[src/rtl/snake_pkg.sv]
// rtl/snake_pkg.sv - shared codes, FSM states and helpers for the snake body engine
// Exports: dir_t, obj_t, state_t, game-status codes, opposite_dir().
package snake_pkg;

    typedef enum logic [1:0] {
        DIR_UP    = 2'b00,
        DIR_DOWN  = 2'b01,
        DIR_LEFT  = 2'b10,
        DIR_RIGHT = 2'b11
    } dir_t;

    typedef enum logic [1:0] {
        OBJ_NONE = 2'b00,
        OBJ_HEAD = 2'b01,
        OBJ_BODY = 2'b10,
        OBJ_WALL = 2'b11
    } obj_t;

    typedef enum logic [1:0] {
        ST_IDLE = 2'b00,
        ST_RUN  = 2'b01,
        ST_DEAD = 2'b10
    } state_t;

    localparam logic [2:0] GS_START = 3'b001;
    localparam logic [2:0] GS_PLAY  = 3'b010;
    localparam logic [2:0] GS_END   = 3'b100;

    function automatic dir_t opposite_dir(input dir_t d);
        case (d)
            DIR_UP:   return DIR_DOWN;
            DIR_DOWN: return DIR_UP;
            DIR_LEFT: return DIR_RIGHT;
            default:  return DIR_LEFT;
        endcase
    endfunction

endpackage

[src/rtl/snake_dir_fifo.sv]
// rtl/snake_dir_fifo.sv - depth-2 direction command queue with same/reverse filter
// Ports: clk_i, rst_n_i (async, active-low), flush_i, push_i/push_dir_i,
//        pop_i, cur_dir_i (reference when empty), head_dir_o, empty_o, full_o.
module snake_dir_fifo
    import snake_pkg::*;
(
    input  logic clk_i,
    input  logic rst_n_i,
    input  logic flush_i,
    input  logic push_i,
    input  dir_t push_dir_i,
    input  logic pop_i,
    input  dir_t cur_dir_i,
    output dir_t head_dir_o,
    output logic empty_o,
    output logic full_o
);

    dir_t       mem_q [2];
    dir_t       mem_d [2];
    logic [1:0] cnt_q;
    logic [1:0] cnt_d;
    logic [1:0] cnt_pop;
    logic       do_pop;
    logic       accept;
    dir_t       ref_dir;

    always_comb begin
        // A new command is judged against the newest queued command, so a
        // push in the pop cycle still sees the direction it will follow.
        ref_dir = cur_dir_i;
        if (cnt_q == 2'd1) begin
            ref_dir = mem_q[0];
        end else if (cnt_q == 2'd2) begin
            ref_dir = mem_q[1];
        end

        do_pop  = pop_i && (cnt_q != 2'd0);
        cnt_pop = do_pop ? cnt_q - 2'd1 : cnt_q;
        accept  = push_i && (cnt_pop != 2'd2) &&
                  (push_dir_i != ref_dir) && (push_dir_i != opposite_dir(ref_dir));

        mem_d = mem_q;
        if (do_pop) begin
            mem_d[0] = mem_q[1];
        end
        cnt_d = cnt_pop;
        if (accept) begin
            mem_d[cnt_pop[0]] = push_dir_i;
            cnt_d             = cnt_pop + 2'd1;
        end
        if (flush_i) begin
            cnt_d = 2'd0;
        end
    end

    always_ff @(posedge clk_i or negedge rst_n_i) begin
        if (!rst_n_i) begin
            cnt_q    <= 2'd0;
            mem_q[0] <= DIR_RIGHT;
            mem_q[1] <= DIR_RIGHT;
        end else begin
            cnt_q <= cnt_d;
            mem_q <= mem_d;
        end
    end

    assign head_dir_o = mem_q[0];
    assign empty_o    = (cnt_q == 2'd0);
    assign full_o     = (cnt_q == 2'd2);

endmodule

[src/rtl/snake_body_engine.sv]
// rtl/snake_body_engine.sv - snake movement, growth, collision and pixel classification
// Inputs : Clk_50mhz, Rst_n (async, active-low), Key_left/right/up/down pulses,
//          Game_status[2:0], Body_add_sig, Flash_sig, Pixel_x/Pixel_y[9:0].
// Outputs: Object[1:0] (registered), Head_x/Head_y[5:0], Body_len[6:0],
//          Step_pulse, Hit_wall_sig, Hit_body_sig.
// Build option: SNAKE_WRAP_EN makes the head wrap across the interior instead of dying.
module snake_body_engine
    import snake_pkg::*;
#(
    parameter int MAX_LEN     = 32,
    parameter int GRID_W      = 40,
    parameter int GRID_H      = 30,
    parameter int CELL_SHIFT  = 4,
    parameter int TICK_CYCLES = 12_500_000,
    parameter int INIT_LEN    = 3,
    parameter int INIT_X      = 10,
    parameter int INIT_Y      = 5
) (
    input  logic       Clk_50mhz,
    input  logic       Rst_n,
    input  logic       Key_left,
    input  logic       Key_right,
    input  logic       Key_up,
    input  logic       Key_down,
    input  logic [2:0] Game_status,
    input  logic       Body_add_sig,
    input  logic       Flash_sig,
    input  logic [9:0] Pixel_x,
    input  logic [9:0] Pixel_y,
    output logic [1:0] Object,
    output logic [5:0] Head_x,
    output logic [5:0] Head_y,
    output logic [6:0] Body_len,
    output logic       Step_pulse,
    output logic       Hit_wall_sig,
    output logic       Hit_body_sig
);

    localparam logic [5:0]  X_LAST    = 6'(GRID_W - 1);
    localparam logic [5:0]  Y_LAST    = 6'(GRID_H - 1);
    localparam logic [6:0]  LEN_MAX   = 7'(MAX_LEN);
    localparam logic [6:0]  LEN_INIT  = 7'(INIT_LEN);
    localparam logic [31:0] TICK_LAST = 32'(TICK_CYCLES - 1);
`ifdef SNAKE_WRAP_EN
    localparam logic [5:0]  X_INNER   = 6'(GRID_W - 2);
    localparam logic [5:0]  Y_INNER   = 6'(GRID_H - 2);
`endif

    // Segments past INIT_LEN park on the initial tail so growth never exposes junk.
    function automatic logic [5:0] init_x(input int i);
        return (i < INIT_LEN) ? 6'(INIT_X - i) : 6'(INIT_X - INIT_LEN + 1);
    endfunction

    state_t      state_q, state_d;
    logic [31:0] tick_q, tick_d;
    dir_t        cur_dir_q, cur_dir_d;
    logic [5:0]  body_x_q [MAX_LEN];
    logic [5:0]  body_y_q [MAX_LEN];
    logic [5:0]  body_x_d [MAX_LEN];
    logic [5:0]  body_y_d [MAX_LEN];
    logic [6:0]  len_q, len_d;
    logic [1:0]  grow_q, grow_d;
    logic        add_prev_q;
    logic        hit_wall_q, hit_wall_d;
    logic        hit_body_q, hit_body_d;
    logic        step_q;
    obj_t        obj_q, obj_d;

    logic        game_end, game_play, in_run, step_now;
    logic        key_valid;
    dir_t        key_dir;
    dir_t        fifo_head, new_dir;
    logic        fifo_empty, fifo_full;
    logic [5:0]  nx, ny;
    logic        wall_hit, self_hit, growing, collide, move_ok, add_edge;
    logic [9:0]  cell_x, cell_y;
    logic        head_match, body_match, wall_cell;

    assign game_end  = (Game_status == GS_END);
    assign game_play = (Game_status == GS_PLAY);
    assign add_edge  = Body_add_sig && !add_prev_q;

    // FSM: state register
    always_ff @(posedge Clk_50mhz or negedge Rst_n) begin
        if (!Rst_n) begin
            state_q <= ST_IDLE;
        end else begin
            state_q <= state_d;
        end
    end

    // FSM: next state
    always_comb begin
        state_d = state_q;
        case (state_q)
            ST_IDLE: if (game_play) state_d = ST_RUN;
            ST_RUN:  if (collide)   state_d = ST_DEAD;
            ST_DEAD: state_d = ST_DEAD;
            default: state_d = ST_IDLE;
        endcase
        if (game_end) begin
            state_d = ST_IDLE;
        end
    end

    // FSM: outputs
    always_comb begin
        in_run = 1'b0;
        case (state_q)
            ST_RUN:  in_run = 1'b1;
            default: in_run = 1'b0;
        endcase
    end

    assign step_now = in_run && (tick_q == TICK_LAST) && !game_end;

    always_comb begin
        key_valid = 1'b1;
        key_dir   = DIR_LEFT;
        if (Key_left) begin
            key_dir = DIR_LEFT;
        end else if (Key_right) begin
            key_dir = DIR_RIGHT;
        end else if (Key_up) begin
            key_dir = DIR_UP;
        end else if (Key_down) begin
            key_dir = DIR_DOWN;
        end else begin
            key_valid = 1'b0;
        end
    end

    snake_dir_fifo u_dir_fifo (
        .clk_i      (Clk_50mhz),
        .rst_n_i    (Rst_n),
        .flush_i    (game_end),
        .push_i     (key_valid),
        .push_dir_i (key_dir),
        .pop_i      (step_now),
        .cur_dir_i  (cur_dir_q),
        .head_dir_o (fifo_head),
        .empty_o    (fifo_empty),
        .full_o     (fifo_full)
    );

    assign new_dir = fifo_empty ? cur_dir_q : fifo_head;

    always_comb begin
        nx = body_x_q[0];
        ny = body_y_q[0];
`ifdef SNAKE_WRAP_EN
        case (new_dir)
            DIR_UP:   ny = (body_y_q[0] == 6'd1)    ? Y_INNER : body_y_q[0] - 6'd1;
            DIR_DOWN: ny = (body_y_q[0] == Y_INNER) ? 6'd1    : body_y_q[0] + 6'd1;
            DIR_LEFT: nx = (body_x_q[0] == 6'd1)    ? X_INNER : body_x_q[0] - 6'd1;
            default:  nx = (body_x_q[0] == X_INNER) ? 6'd1    : body_x_q[0] + 6'd1;
        endcase
        wall_hit = 1'b0;
`else
        case (new_dir)
            DIR_UP:   ny = body_y_q[0] - 6'd1;
            DIR_DOWN: ny = body_y_q[0] + 6'd1;
            DIR_LEFT: nx = body_x_q[0] - 6'd1;
            default:  nx = body_x_q[0] + 6'd1;
        endcase
        wall_hit = (nx == 6'd0) || (nx == X_LAST) || (ny == 6'd0) || (ny == Y_LAST);
`endif
    end

    // The tail normally vacates its cell this step, so it only counts as an
    // obstacle when the snake is growing and the tail stays put.
    assign growing = (grow_q != 2'd0) && (len_q < LEN_MAX);

    always_comb begin
        self_hit = 1'b0;
        for (int i = 0; i < MAX_LEN; i++) begin
            if (((7'(i) < len_q - 7'd1) || (growing && (7'(i) < len_q))) &&
                (body_x_q[i] == nx) && (body_y_q[i] == ny)) begin
                self_hit = 1'b1;
            end
        end
    end

    assign collide = step_now && (wall_hit || self_hit);
    assign move_ok = step_now && !wall_hit && !self_hit;

    always_comb begin
        tick_d     = 32'd0;
        cur_dir_d  = cur_dir_q;
        len_d      = len_q;
        grow_d     = grow_q;
        hit_wall_d = hit_wall_q;
        hit_body_d = hit_body_q;
        body_x_d   = body_x_q;
        body_y_d   = body_y_q;

        if (in_run && (tick_q != TICK_LAST)) begin
            tick_d = tick_q + 32'd1;
        end
        if (step_now) begin
            cur_dir_d = new_dir;
        end
        if (collide) begin
            hit_wall_d = hit_wall_q | wall_hit;
            hit_body_d = hit_body_q | (self_hit && !wall_hit);
        end
        if (move_ok) begin
            for (int i = MAX_LEN - 1; i > 0; i--) begin
                body_x_d[i] = body_x_q[i-1];
                body_y_d[i] = body_y_q[i-1];
            end
            body_x_d[0] = nx;
            body_y_d[0] = ny;
            if (growing) begin
                len_d  = len_q + 7'd1;
                grow_d = grow_q - 2'd1;
            end
        end
        if (add_edge && (grow_d != 2'd3)) begin
            grow_d = grow_d + 2'd1;
        end
        if (len_q == LEN_MAX) begin
            grow_d = 2'd0;
        end

        if (game_end) begin
            tick_d     = 32'd0;
            cur_dir_d  = DIR_RIGHT;
            len_d      = LEN_INIT;
            grow_d     = 2'd0;
            hit_wall_d = 1'b0;
            hit_body_d = 1'b0;
            for (int i = 0; i < MAX_LEN; i++) begin
                body_x_d[i] = init_x(i);
                body_y_d[i] = 6'(INIT_Y);
            end
        end
    end

    always_ff @(posedge Clk_50mhz or negedge Rst_n) begin
        if (!Rst_n) begin
            tick_q     <= 32'd0;
            cur_dir_q  <= DIR_RIGHT;
            len_q      <= LEN_INIT;
            grow_q     <= 2'd0;
            add_prev_q <= 1'b0;
            hit_wall_q <= 1'b0;
            hit_body_q <= 1'b0;
            step_q     <= 1'b0;
            obj_q      <= OBJ_NONE;
            for (int i = 0; i < MAX_LEN; i++) begin
                body_x_q[i] <= init_x(i);
                body_y_q[i] <= 6'(INIT_Y);
            end
        end else begin
            tick_q     <= tick_d;
            cur_dir_q  <= cur_dir_d;
            len_q      <= len_d;
            grow_q     <= grow_d;
            add_prev_q <= Body_add_sig;
            hit_wall_q <= hit_wall_d;
            hit_body_q <= hit_body_d;
            step_q     <= move_ok;
            obj_q      <= obj_d;
            body_x_q   <= body_x_d;
            body_y_q   <= body_y_d;
        end
    end

    assign cell_x = Pixel_x >> CELL_SHIFT;
    assign cell_y = Pixel_y >> CELL_SHIFT;

    always_comb begin
        wall_cell  = (cell_x == 10'd0) || (cell_x == 10'(X_LAST)) ||
                     (cell_y == 10'd0) || (cell_y == 10'(Y_LAST));
        head_match = (cell_x == 10'(body_x_q[0])) && (cell_y == 10'(body_y_q[0]));
        body_match = 1'b0;
        for (int i = 1; i < MAX_LEN; i++) begin
            if ((7'(i) < len_q) && (cell_x == 10'(body_x_q[i])) &&
                (cell_y == 10'(body_y_q[i]))) begin
                body_match = 1'b1;
            end
        end

        obj_d = OBJ_NONE;
        if ((Pixel_x >= 10'd640) || (Pixel_y >= 10'd480)) begin
            obj_d = OBJ_NONE;
        end else if (wall_cell) begin
            obj_d = OBJ_WALL;
        end else if (head_match) begin
            obj_d = Flash_sig ? OBJ_HEAD : OBJ_NONE;
        end else if (body_match) begin
            obj_d = Flash_sig ? OBJ_BODY : OBJ_NONE;
        end
    end

    assign Object       = obj_q;
    assign Head_x       = body_x_q[0];
    assign Head_y       = body_y_q[0];
    assign Body_len     = len_q;
    assign Step_pulse   = step_q;
    assign Hit_wall_sig = hit_wall_q;
    assign Hit_body_sig = hit_body_q;

endmodule

[config.mk]
export PLATFORM = sky130hd
export DESIGN_NAME = snake_body_engine
export DESIGN_NICKNAME = d
export VERILOG_FILES = /design/src/rtl/snake_pkg.sv /design/src/rtl/snake_dir_fifo.sv /design/src/rtl/snake_body_engine.sv
export SDC_FILE = /design/constraint.sdc
export NUM_CORES = 1
export LEC_CHECK = 0
export BUFFER_PORTS_ARGS = -buffer_cell sky130_fd_sc_hd__buf_2
export CAP_MARGIN = 20
export CORE_MARGIN = 5
export CORE_UTILIZATION = 41
export CTS_CLUSTER_DIAMETER = 40
export DETAILED_ROUTE_END_ITERATION = 7
export GPL_ROUTABILITY_DRIVEN = 0
export SETUP_SLACK_MARGIN = 0.05
export SLEW_MARGIN = 20
export SYNTH_ARGS = -nofsm -noshare
export SYNTH_HDL_FRONTEND = slang
export SYNTH_HIERARCHICAL = 1
export SYNTH_SLANG_ARGS = --single-unit
[constraint.sdc]
create_clock -name Clk_50mhz -period 9.05 [get_ports Clk_50mhz]
set_clock_uncertainty 0.1 [all_clocks]
set_input_delay 0.4525 -clock Clk_50mhz [delete_from_list [all_inputs] [get_ports Clk_50mhz]]
set_output_delay 0.4525 -clock Clk_50mhz [all_outputs]
set_load 0.05 [all_outputs]
==> metrics.txt <==
# TYPE chip_impl_metric gauge
chip_impl_metric{name="grt_remaining_overflow",unit=""} 0
chip_impl_metric{name="cts_made_buffers",unit=""} 82
chip_impl_metric{name="grt_first_pass_wirelength",unit="mm"} 207.5
chip_impl_metric{name="layout.cell_area.non_filler",unit="µm²"} 37080
chip_impl_metric{name="dp.final_hpwl",unit="mm"} 94.66
chip_impl_metric{name="htreeDepth",unit=""} 3
chip_impl_metric{name="clock_sink_count",unit=""} 441
chip_impl_metric{name="globalRouteTotalUtil",unit=""} 0.3214
chip_impl_metric{name="drt-wirelength-per-cell",unit="µm"} 30.10
chip_impl_metric{name="count_of_flip_flops_with_a_built_in_enable_after_synthesis",unit=""} 0
chip_impl_metric{name="postCtsSetupRepairBufs",unit=""} 0
chip_impl_metric{name="net_total_in_the_final_layout",unit=""} 3677
chip_impl_metric{name="area_inside_the_core_boundary",unit="µm²"} 80160
chip_impl_info{name="status",value="finished with violations"} 1
chip_impl_metric{name="clock_network_fraction_of_total_power",unit=""} 0.435
chip_impl_metric{name="die_height",unit="µm"} 293.6
chip_impl_metric{name="route.detailed.vias_per_inst",unit=""} 6.519
chip_impl_info{name="yosys_most_used_dff",value="sky130_fd_sc_hd__dfrtp_1"} 1
chip_impl_metric{name="rows",unit=""} 104
chip_impl_info{name="cts_root_buffer",value="sky130_fd_sc_hd__clkbuf_16"} 1
chip_impl_metric{name="synth_nets",unit=""} 3774
chip_impl_metric{name="fin_worst_hold_slack",unit="ns"} 0.05083
chip_impl_metric{name="cts-resized-gates",unit=""} 0
chip_impl_metric{name="peak_supply_drop",unit="V"} 0.0001362
chip_impl_info{name="failing_checks",value="design-rule violations"} 1
chip_impl_metric{name="avg_cell_area_syn",unit="µm²"} 8.852
chip_impl_metric{name="clockBufferDepth",unit=""} 3
chip_impl_metric{name="ys_warn_count",unit=""} 6
chip_impl_metric{name="preCtsSetupSlack",unit="ns"} 1.367
chip_impl_info{name="post-synth-top-area-cell",value="sky130_fd_sc_hd__dfrtp_1"} 1
chip_impl_metric{name="worstPathRequired",unit="ns"} 9.53
chip_impl_metric{name="clk_latency",unit="ns"} 0.67
chip_impl_metric{name="synthesis.instances",unit=""} 3724
chip_impl_info{name="synthTopCellsByArea",value="sky130_fd_sc_hd__dfrtp_1 (25%), sky130_fd_sc_hd__xnor2_1 (10%), sky130_fd_sc_hd__xor2_1 (9.8%), sky130_fd_sc_hd__dfstp_2 (8.4%), sky130_fd_sc_hd__mux2i_1 (4.5%)"} 1
chip_impl_metric{name="drt_pass1_iterations",unit=""} 8
chip_impl_metric{name="grt_pass1_vias",unit=""} 29290
chip_impl_metric{name="grt_max_degree",unit=""} 164
chip_impl_metric{name="async_flop_share",unit=""} 1.000
chip_impl_metric{name="cellPowerDensity",unit="nW/µm²"} 192.2
chip_impl_metric{name="routed_wirelength",unit="mm"} 143.4
chip_impl_metric{name="floorplan.die_area",unit="µm²"} 86170
chip_impl_info{name="crit_type",value="flop to flop"} 1
chip_impl_metric{name="post_synth_num_cell_types",unit=""} 99
chip_impl_metric{name="cellInternalPower",unit="µW"} 4516
chip_impl_metric{name="slew_violations",unit=""} 0
chip_impl_metric{name="total_switching_power",unit="µW"} 2613
chip_impl_metric{name="antenna_found_initial",unit=""} 12
chip_impl_metric{name="seq_area_frac_synth",unit=""} 0.3388
chip_impl_metric{name="worst_slew_pin_slew",unit="ns"} 1.404
chip_impl_metric{name="finalPower",unit="µW"} 7129
chip_impl_metric{name="initial_utilization",unit=""} 0.4112
chip_impl_info{name="worstHoldPathType",value="input port to flop"} 1
chip_impl_metric{name="path_max_fanout",unit=""} 17
chip_impl_metric{name="place.port_buffers",unit=""} 46
chip_impl_metric{name="post-route-min-period",unit="ns"} 7.968
chip_impl_metric{name="drt-initial-drc-count",unit=""} 4686
chip_impl_metric{name="dpl-instance-area",unit="µm²"} 34180
chip_impl_metric{name="power.combinational.fraction",unit=""} 0.277
chip_impl_info{name="critical_path.startpoint_type",value="flop"} 1
chip_impl_metric{name="fraction_of_layout_cells_with_a_size_suffix_above_1",unit=""} 0.1342
chip_impl_info{name="end_kind",value="flop"} 1
chip_impl_metric{name="power.share.sequential",unit=""} 0.288
chip_impl_info{name="synthTopCellsByCount",value="sky130_fd_sc_hd__xnor2_1 (389), sky130_fd_sc_hd__nand2_1 (379), sky130_fd_sc_hd__xor2_1 (368)"} 1
chip_impl_metric{name="cts.clk_slew.worst_paths",unit="ns"} 0.06
chip_impl_metric{name="fp.dieW",unit="µm"} 293.6
chip_impl_metric{name="holdBufCountCts",unit=""} 3
chip_impl_metric{name="layout_setup_ws",unit="ns"} 1.082
chip_impl_metric{name="final-hold-violation-count",unit=""} 0
chip_impl_metric{name="maxClockFrequency",unit="MHz"} 125.5
chip_impl_metric{name="drcViolationCount",unit=""} 3
chip_impl_metric{name="antenna_left",unit=""} 0
chip_impl_metric{name="synth-seq-cells",unit=""} 441
chip_impl_metric{name="switching_share_of_power",unit=""} 0.3665
chip_impl_metric{name="cp_data_arrival_time",unit="ns"} 8.45
chip_impl_metric{name="synth_top_cell_area_share",unit=""} 0.2543
chip_impl_metric{name="netlist_area",unit="µm²"} 32960
chip_impl_metric{name="area_delta_synth_final",unit="%"} 12.50
chip_impl_metric{name="pin_count",unit=""} 55
chip_impl_metric{name="slew_headroom",unit=""} 0.06118
chip_impl_info{name="synthMostInstantiatedCell",value="sky130_fd_sc_hd__xnor2_1"} 1
chip_impl_info{name="grt_setup_unrepaired",value="no"} 1
chip_impl_metric{name="timing.final.crit_share",unit=""} 0.8804
chip_impl_metric{name="via_count",unit=""} 31060
chip_impl_metric{name="finalSetupViolCount",unit=""} 0
chip_impl_metric{name="tns",unit="ns"} 0
chip_impl_info{name="tritoncts_clock_tree",value="done"} 1
chip_impl_metric{name="cap_violations",unit=""} 0
chip_impl_metric{name="p_leak",unit="µW"} 0.01481
-- worst max-delay path, stage by stage (launching register included) --
cell	delay, ns
sky130_fd_sc_hd__dfrtp_1	0.45
sky130_fd_sc_hd__inv_1	0.11
sky130_fd_sc_hd__ha_1	0.63
sky130_fd_sc_hd__mux2_2	0.42
sky130_fd_sc_hd__nand2_1	0.34
sky130_fd_sc_hd__inv_1	0.14
sky130_fd_sc_hd__fa_1	0.43
sky130_fd_sc_hd__nand2b_1	0.22
sky130_fd_sc_hd__a21o_1	0.26
sky130_fd_sc_hd__a221oi_4	0.68
sky130_fd_sc_hd__buf_4	0.44
sky130_fd_sc_hd__buf_4	0.27
sky130_fd_sc_hd__xor2_1	0.08
sky130_fd_sc_hd__nand2_1	0.08
sky130_fd_sc_hd__or4b_2	0.18
sky130_fd_sc_hd__nand3_1	0.17
sky130_fd_sc_hd__a2111oi_0	0.86
sky130_fd_sc_hd__and3_1	0.62
sky130_fd_sc_hd__nand4_1	0.27
sky130_fd_sc_hd__xnor2_1	0.19
sky130_fd_sc_hd__ha_1	0.19
sky130_fd_sc_hd__nor3b_1	0.36
sky130_fd_sc_hd__xnor3_1	0.27
sky130_fd_sc_hd__nor2_1	0.09
-- layout by cell type, fill, tap and decap left out, types with 95 or more instances in the layout --
cell type	count
sky130_fd_sc_hd__a21oi_1	95
sky130_fd_sc_hd__nand4_1	97
sky130_fd_sc_hd__nor2_1	281
sky130_fd_sc_hd__o21ai_0	145
sky130_fd_sc_hd__nor4_1	107
sky130_fd_sc_hd__o21ai_1	103
sky130_fd_sc_hd__nand2_1	378
sky130_fd_sc_hd__mux2i_1	146
sky130_fd_sc_hd__xnor2_1	385
sky130_fd_sc_hd__dfrtp_1	332
sky130_fd_sc_hd__dfstp_2	106
sky130_fd_sc_hd__buf_4	108
sky130_fd_sc_hd__xor2_1	368
-- cells by family after synthesis --
family,count (synthesis),synth area share
flops,441,0.3388
fa+ha+maj,19,0.007440
xor+xnor,786,0.2212
buf+inv,415,0.05735
simple gates,1186,0.1749
mux,160,0.05037
compound gates,717,0.1499
-- metrics by stage --
stage / cells / util
after global routing: 4757 / 0.4624
after global placement: 4600 / 0.4265
final: 4764 / 0.4626
after detailed placement: 4600 / 0.4265
after floorplan: 3724 / -
after CTS: 4756 / 0.4618
-- final cells by class --
| cell class | instances | area, µm² |
|---|---|---|
| Fill cell | 7700 | 43070 |
| Multi-Input combinational cell | 2868 | 20120 |
| Sequential cell | 441 | 11170 |
| Clock buffer | 99 | 2246 |
| Timing Repair Buffer | 173 | 1401 |
| Tap cell | 1060 | 1326 |
| Clock inverter | 54 | 558.0 |
| Inverter | 61 | 236.5 |
| Antenna cell | 8 | 20.02 |
-- routing by layer --
layer | routed length, µm | track usage
met1 | 54130 | 0.4249
met2 | 57500 | 0.4500
met3 | 19610 | 0.1051
met4 | 12010 | 0.2063
met5 | 146 | 0.008315
-- worst paths after layout --
check	from	to	slack (ns)	cells after the start
setup / recovery	u_dir_fifo/cnt_q[0]	grow_q[0]	1.08	23
hold / removal	Game_status[2]	state_q[0]	0.05	4
setup reg to reg	u_dir_fifo/cnt_q[0]	grow_q[0]	1.08	23
hold reg to reg	tick_q[0]	tick_q[0]	0.39	1
max in group asynchronous	Rst_n	body_y_q[106]	7.02	3
min in group asynchronous	Rst_n	body_x_q[154]	0.32	2
-- flip-flops by register name, summed over array words and instances, names as in the netlist, 6 cells and up, named ones only --
signal	cells
Head_y	6
Body_len	7
body_x_q	186
body_y_q	186
Head_x	6
tick_q	32
-- power groups by stage --
stage	clock network (µW)	registers, µW	logic, µW
floorplan	0	2060	1130
global placement	0	2080	1840
detailed placement	0	2080	1850
CTS	3130	2050	1860
global route	3230	2050	2010
finish	3100	2050	1970
Power figures use the tool's default switching activity.
